==> config.mk <==
export PLATFORM = sky130hd
export DESIGN_NAME = sdram_read_responder
export DESIGN_NICKNAME = d
export VERILOG_FILES = /design/src/rtl/sdram_read_responder.sv
export SDC_FILE = /design/constraint.sdc
export NUM_CORES = 1
export LEC_CHECK = 0
export CAP_MARGIN = 20
export CORE_UTILIZATION = 45
export CTS_CLUSTER_DIAMETER = 120
export DETAILED_ROUTE_END_ITERATION = 12
export GPL_ROUTABILITY_DRIVEN = 1
export PLACE_DENSITY_LB_ADDON = 0.2
export SLEW_MARGIN = 15
export SYNTH_ARGS = -nofsm -noshare
export SYNTH_HDL_FRONTEND = slang
export SYNTH_SLANG_ARGS = --single-unit
==> constraint.sdc <==
create_clock -name clk -period 13.33 [get_ports clk]
set_input_delay 1.333 -clock clk [delete_from_list [all_inputs] [get_ports clk]]
set_output_delay 1.333 -clock clk [all_outputs]
set_load 0.01 [all_outputs]
==> src/rtl/sdram_read_responder.sv <==
// sdram_read_responder: turns a beat-indexed read request into Avalon-MM
// pipelined burst reads, one burst in flight, and streams the beats back.
module sdram_read_responder #(
    parameter int DATA_W    = 128,
    parameter int ADDR_W    = 32,
    parameter int CNT_W     = 16,
    parameter int MAX_BURST = 16
) (
    input  logic                       clk,
    input  logic                       rst,
    input  logic                       read_start,
    input  logic [ADDR_W-1:0]          read_addr,
    input  logic [CNT_W-1:0]           read_cnt,
    output logic [DATA_W-1:0]          read_data,
    output logic                       read_valid,
    output logic                       read_done,
    output logic                       busy,
    output logic [ADDR_W-1:0]          avm_address,
    output logic                       avm_read,
    output logic [$clog2(MAX_BURST):0] avm_burstcount,
    input  logic                       avm_waitrequest,
    input  logic [DATA_W-1:0]          avm_readdata,
    input  logic                       avm_readdatavalid
);

    localparam int BC_W  = $clog2(MAX_BURST) + 1;
    localparam int BYTES = DATA_W / 8;

    typedef enum logic [1:0] {
        IDLE,
        REQ,
        DATA,
        DONE
    } state_t;

    state_t              r_state;
    state_t              w_next;
    logic [ADDR_W-1:0]   r_idx;
    logic [CNT_W-1:0]    r_rem;
    logic [BC_W-1:0]     r_blen;
    logic [BC_W-1:0]     r_beats;
    logic [BC_W-1:0]     w_blen;
    logic                w_accept;
    logic                w_beat;
    logic                w_last_beat;

    // Burst length is the remaining count clipped to the largest burst.
    assign w_blen = (r_rem >= CNT_W'(MAX_BURST)) ? BC_W'(MAX_BURST)
                                                  : BC_W'(r_rem);
    assign w_accept    = (r_state == REQ) && !avm_waitrequest;
    assign w_beat      = (r_state == DATA) && avm_readdatavalid;
    assign w_last_beat = w_beat && (r_beats == (r_blen - BC_W'(1)));

    // State register; reset drops any transfer in flight.
    always_ff @(posedge clk or posedge rst) begin
        if (rst) begin
            r_state <= IDLE;
        end else begin
            r_state <= w_next;
        end
    end

    // Next state and Avalon/handshake outputs, all decoded from state.
    always_comb begin
        w_next         = r_state;
        avm_read       = 1'b0;
        avm_address    = '0;
        avm_burstcount = '0;
        read_done      = 1'b0;
        busy           = 1'b0;
        unique case (r_state)
            IDLE: begin
                if (read_start) begin
                    w_next = (read_cnt == '0) ? DONE : REQ;
                end
            end
            REQ: begin
                busy           = 1'b1;
                avm_read       = 1'b1;
                avm_address    = r_idx * ADDR_W'(BYTES);
                avm_burstcount = w_blen;
                if (!avm_waitrequest) begin
                    w_next = DATA;
                end
            end
            DATA: begin
                busy = 1'b1;
                if (w_last_beat) begin
                    w_next = (r_rem != '0) ? REQ : DONE;
                end
            end
            DONE: begin
                busy      = 1'b1;
                read_done = 1'b1;
                w_next    = IDLE;
            end
            default: begin
                w_next = IDLE;
            end
        endcase
    end

    // Beat index, remaining count, per-burst beat counter and read port.
    always_ff @(posedge clk or posedge rst) begin
        if (rst) begin
            r_idx      <= '0;
            r_rem      <= '0;
            r_blen     <= '0;
            r_beats    <= '0;
            read_valid <= 1'b0;
            read_data  <= '0;
        end else begin
            if ((r_state == IDLE) && read_start) begin
                r_idx <= read_addr;
                r_rem <= read_cnt;
            end
            if (w_accept) begin
                r_rem   <= r_rem - CNT_W'(w_blen);
                r_idx   <= r_idx + ADDR_W'(w_blen);
                r_blen  <= w_blen;
                r_beats <= '0;
            end
            if (w_beat) begin
                r_beats   <= r_beats + BC_W'(1);
                read_data <= avm_readdata;
            end
            read_valid <= w_beat;
        end
    end

endmodule

# Word-level counts from Yosys, hierarchy flattened
# Cells that the tools add are included.
# totals
register_bits	189
in_bits	181
out_inout_bits	169
# classes
n_addsub	4
magnitude_cmp	1
n_eq_ne	7
n_mux	18
reduce_logical	12
# op_table
cell	n
2-to-1 mux 32 bit	3
adder 32 x 5 -> 32 bit	1
2-to-1 mux 16 bit	2
2-to-1 mux 5 bit	4
>= comparator 16 x 5 -> 1 bit, second input constant	1
zero test 16 bit	1
nonzero test 16 bit	1
subtractor 16 x 5 -> 16 bit	1
2-to-1 mux 2 bit	5
case mux 2 bit (4 select lines)	1
!= test 2 bit, second input constant	3
adder 5 x 1 -> 5 bit, second input constant	1
equality test 5 bit	1
subtractor 5 x 1 -> 5 bit, second input constant	1
equality test 2 bit, second input constant	2
logical AND 1 bit	4
nonzero test 2 bit	2
2-to-1 mux 1 bit	3
AND reduction 3 bit	1
OR reduction 3 bit	1
equality test 2 x 1 -> 1 bit, second input constant	1
zero test 2 bit	1
zero test 1 bit	1

# Logic depth before layout (Yosys ltp)
# depth
ltp_word	5
mapped_depth	13
depth_no_buf	11

# Least setup slack after synthesis
# No wires, ideal clock.
# synth_timing
path_type	register to register
from	register r_rem[4]
to	register r_idx[10]
setup_ns	0.124
t_arrival_ns	3.161
t_required_ns	13.206
path_slack_ns	10.045
path_stages_with_launch	13
n_path_buf	1
synth_period_minus_slack_ns	3.285
cell_sequence	dfrtp_1 -> or4_4 -> and4b_1 -> buf_4 -> and2_1 -> ha_1 -> inv_1 -> fa_1 -> nor2b_1 -> o31a_1 -> nor2_1 -> o311a_1 -> a211o_1
# synth_between
elab_chain_len	4
# synth_lines
element	line_no	rtl
start, declared	39	logic [CNT_W-1:0] r_rem;
start signal, assigned	115	r_rem <= read_cnt;
start signal, assigned	118	r_rem <= r_rem - CNT_W'(w_blen);
>= comparator 16 x 5 -> 1 bit	48	assign w_blen = (r_rem >= CNT_W'(MAX_BURST)) ? BC_W'(MAX_BURST)
2-to-1 mux 5 bit	48	
net w_blen[0]	42	logic [BC_W-1:0] w_blen;
adder 32 x 5 -> 32 bit	119	r_idx <= r_idx + ADDR_W'(w_blen);
2-to-1 mux 32 bit	117	if (w_accept) begin
end signal, assigned	114	r_idx <= read_addr;
end signal, assigned	119	
end, declared	38	logic [ADDR_W-1:0] r_idx;
# The timed path passes the listed nets, and every way through them passes these cells.
# A chain may end at the register's enable or synchronous reset.

# Final worst setup path
# layout_timing
from	register r_rem[4]
to	output avm_burstcount[2]
# layout_between
elab_chain_len	3
# layout_lines
element	line_no	rtl
>= comparator 16 x 5 -> 1 bit	48	
2-to-1 mux 5 bit	48	
2-to-1 mux 5 bit	71	unique case (r_state)
end, declared	20	output logic [$clog2(MAX_BURST):0] avm_burstcount,
# No other way between the ends.

==> results.tsv <==
stage	metric	value	unit
job	Max Cap Viol	0	
global_route	grt total ovfl	0	
sta	fin. max-slew vios	0	
critical_path	Critical Path Start	r_rem[4]	
logic_synthesis	Synth Warn #	0	
clocking	CTS tree	yes	
global_route	GR peak layer	met2	
placed_design	Placed Cells incl. Taps	1515	
logic_synthesis	Seq cells post-synth	185	
routing	routed wire length	25500	µm
logic_synthesis	post-synthesis cell area	8560	µm²
power_and_ir_drop	Internal	1.68	mW
sta	period utilisation layout	32.5	%
finish	most frequent cells in the layout	nand2_1, clkdlybuf4s50_1, dfrtp_1	
die	# IOs	350	
critical_path	RR Startpoint	r_rem[4]	
global_route	global-route usage over all layers	26.7	%
critical_path	CP Data Arrival Time	3000	ps
clocking	post-cts resize count	0	
worst_hold_path	Min-Delay Path Depth	2	
die	effective utilization at floorplan	45.9	%
logic_synthesis	largest cells by area after synthesis	dfrtp_1, nand2_1, and2_1	
finish	Finished Layout Cells	1549	
critical_path	worst endpoint required time	12000	ps
power_and_ir_drop	PwrDens	212	nW/µm²
clocking	# clock sinks	185	
power_and_ir_drop	share of power burned in registers	37.3	%
power_and_ir_drop	switching share of power	37.6	%
logic_synthesis	Synth top area share	54.1	%
placed_design	Detail Placement HPWL	17600	µm
finish	Final nets	1492	
finish	synthesis-to-finish area growth	48.5	%
logic_synthesis	sequential area share after synthesis	54.1	%
critical_path	Reg2Reg Depth	11	
placed_design	RePlAce Congestion	0.896	
routing	average routed wire per standard cell	16.5	µm
global_route	GR Layer Usage met3	6.46	%
sta	Worst Clk Skew	14.7	ps
power_and_ir_drop	Clk pwr share	18.5	%
worst_hold_path	hold wc startpoint	read_data[62]	
die	die height	140	µm
logic_synthesis	Top FF cell, synth	dfrtp_1	
logic_synthesis	ys async rst share	100	%
clocking	CTS max path bufs	2	
sta	FMAX	231	MHz
sta	worst slew margin relative to its limit	40.8	%
power_and_ir_drop	switching pwr	1.01	mW
sta	Worst-Margin Slew	888	ps
clocking	Clk Latency, worst-skew pair	430	ps
global_route	pin count of the biggest net entering global routing	115	
logic_synthesis	Avg Inst Size Synth	8.67	µm²
clocking	# H-tree levels	4	
logic_synthesis	count of different cell masters after synthesis	62	
routing	vias post-DR	8127	
critical_path	Max Fanout on Critical Path	18	
worst_hold_path	Hold Path Class	reg2reg	
finish	commonest non-fill, non-tap cell in the layout	nand2_1	
routing	antenna-violating nets left	0	
logic_synthesis	number of synthesized flops with an enable pin	0	
sta	Tmin final	4330	ps
sta	setup TNS	0	ps
die	Placeable Area	18600	µm²
routing	via density per instance	5.25	
placed_design	DP Worst Slack	9280	ps
critical_path	Worst path slowest cell	and4b_1	
global_route	first-pass GRT wire length	41200	µm
die	Rows	50	
finish	Finished Core Util	68.2	%
clocking	setup bufs post-CTS	0	
power_and_ir_drop	Leak Pwr	5.89	nW
sta	RSZ-0062 raised after global routing	no	
sta	Worst Slack Setup Final	9000	ps
finish	ANT cells	0	
global_route	met2 GRT Util	43.4	%
global_route	GR met1 Demand/Resource	34.7	%
global_route	initial antenna violation count	0	
sta	Final Hold Fails	0	
logic_synthesis	Cells after Synth	987	
finish	layout cells sized above 1	4.11	%
clocking	TritonCTS buffer count	17	
critical_path	Crit Path Category	reg2out	
global_route	vias in the first global route	7710	
routing	DRC	0	
clocking	Clk Tree Root Cell	clkbuf_16	
routing	Pre-antenna DRT Iters	5	
critical_path	CP Capture Type	primary output	
logic_synthesis	post-synth top area cell	dfrtp_1	
clocking	clock-pin slew on the worst setup and hold paths	70	ps
critical_path	critical-path cell list	or4_4, and4b_1, and3_1, clkdlybuf4s50_1	
clocking	CTS Hold Bufs	0	
die	width of the die	140	µm
routing	initial drt markers	443	
run_status	status	finished, final reports clean	
critical_path	largest stage delay on the critical path	700	ps
placed_design	port bufs	341	
power_and_ir_drop	worst vdd ir	0.000126	V
power_and_ir_drop	Comb power frac	44.2	%
sta	# setup viols final	0	
critical_path	CP startpoint kind	register	
die	die area	19600	µm²
state kept, by name (all words and copies together) (netlist names):
name / flops
r_beats: 5
r_state: 2
r_idx: 28
r_blen: 5
r_rem: 16
read_valid: 1
read_data: 128
power groups by stage:
| stage | registers (mW) | clock network, mW | logic (mW) |
|---|---|---|---|
| after CTS | 1.00 | 0.508 | 1.19 |
| after global routing | 1.04 | 0.532 | 1.31 |
| after detailed placement | 1.01 | 0 | 1.19 |
| final | 1.01 | 0.500 | 1.19 |
| after global placement | 1.00 | 0 | 1.17 |
| after floorplan | 1.06 | 0 | 0.498 |
per-layer routing:
layer | vias up | share of wire [%] | routed length (µm)
met5 | - | 0 | 0
met2 | 352 | 49 | 12400
li1 | 3896 | - | -
met3 | 52 | 7.3 | 1860
met4 | 0 | 3.0 | 758
met1 | 3827 | 41 | 10500
worst paths after layout:
check | endpoint | slack (ps)
setup / recovery | avm_burstcount[2] | 9000
hold / removal | read_data[62] | 480
setup reg to reg | r_idx[20] | 9230
hold reg to reg | read_data[62] | 480
max in group asynchronous | read_data[80] | 10420
min in group asynchronous | read_data[126] | 1450
cell type report:
| cell class | count | area (µm²) |
|---|---|---|
| clock buffer | 19 | 453 |
| tap | 234 | 293 |
| sequential | 185 | 4630 |
| multi-input combinational | 733 | 3640 |
| inverter | 15 | 66.3 |
| clock inverter | 13 | 131 |
| fill | 1505 | 5930 |
| timing repair buffer | 350 | 3500 |
critical path: cells and delay by family, from the launching register on:
family                 cells  cell delay, ps
AND/OR/NAND/NOR            3            1560
buffers and inverters      1             540
flip-flops                 1             460
Yosys cell counts, types with 2 or more instances:
cell,number
nor4_1,7
nand2_1,433
nand4_1,10
a22oi_1,8
a31oi_1,4
o31ai_1,2
or2_2,4
a21oi_1,15
or3_1,6
ha_1,8
buf_1,3
buf_2,9
inv_1,14
a22o_1,4
nand3_1,23
or4_1,6
conb_1,2
and3_1,7
a221o_1,10
buf_4,7
a211o_1,4
a21o_1,4
o311ai_0,4
o21ai_1,3
xnor2_1,3
o21ai_0,22
nand2b_1,2
nor2_1,22
dfrtp_1,185
a211oi_1,3
mux2i_1,4
o2111ai_1,3
and2_1,34
nor2b_1,9
nor3_1,15
o211ai_1,20
clkbuf_1,38
xor2_1,4
nor4b_1,3
cell families (layout without fill, tap and decap cells):
logic type / after synthesis / after routing / share of synthesized area, %
DFF: 185 / 185 / 54.1
buffers and inverters: 72 / 397 / 3.60
xor gates and xnor gates: 7 / 7 / 0.716
AOI/OAI and AO/OA: 118 / 118 / 9.87
muxes: 5 / 5 / 0.599
other: 2 / 5 / 0.0877
adders and majority gates: 9 / 9 / 1.40
and+or+nand+nor: 589 / 589 / 29.6
stage by stage:
| step | total power, mW | hold WS, ps | area [µm²] |
|---|---|---|---|
| 3_3_place_gp | 2.17 | 455 | 12100 |
| 6_report | 2.70 | 476 | 12700 |
| 4_1_cts | 2.70 | 478 | 12700 |
| 5_1_grt | 2.88 | 486 | 12700 |
| 3_5_place_dp | 2.20 | 461 | 12100 |
| 2_1_floorplan | 1.56 | 469 | 8570 |
(Power assumes the default switching activity.)
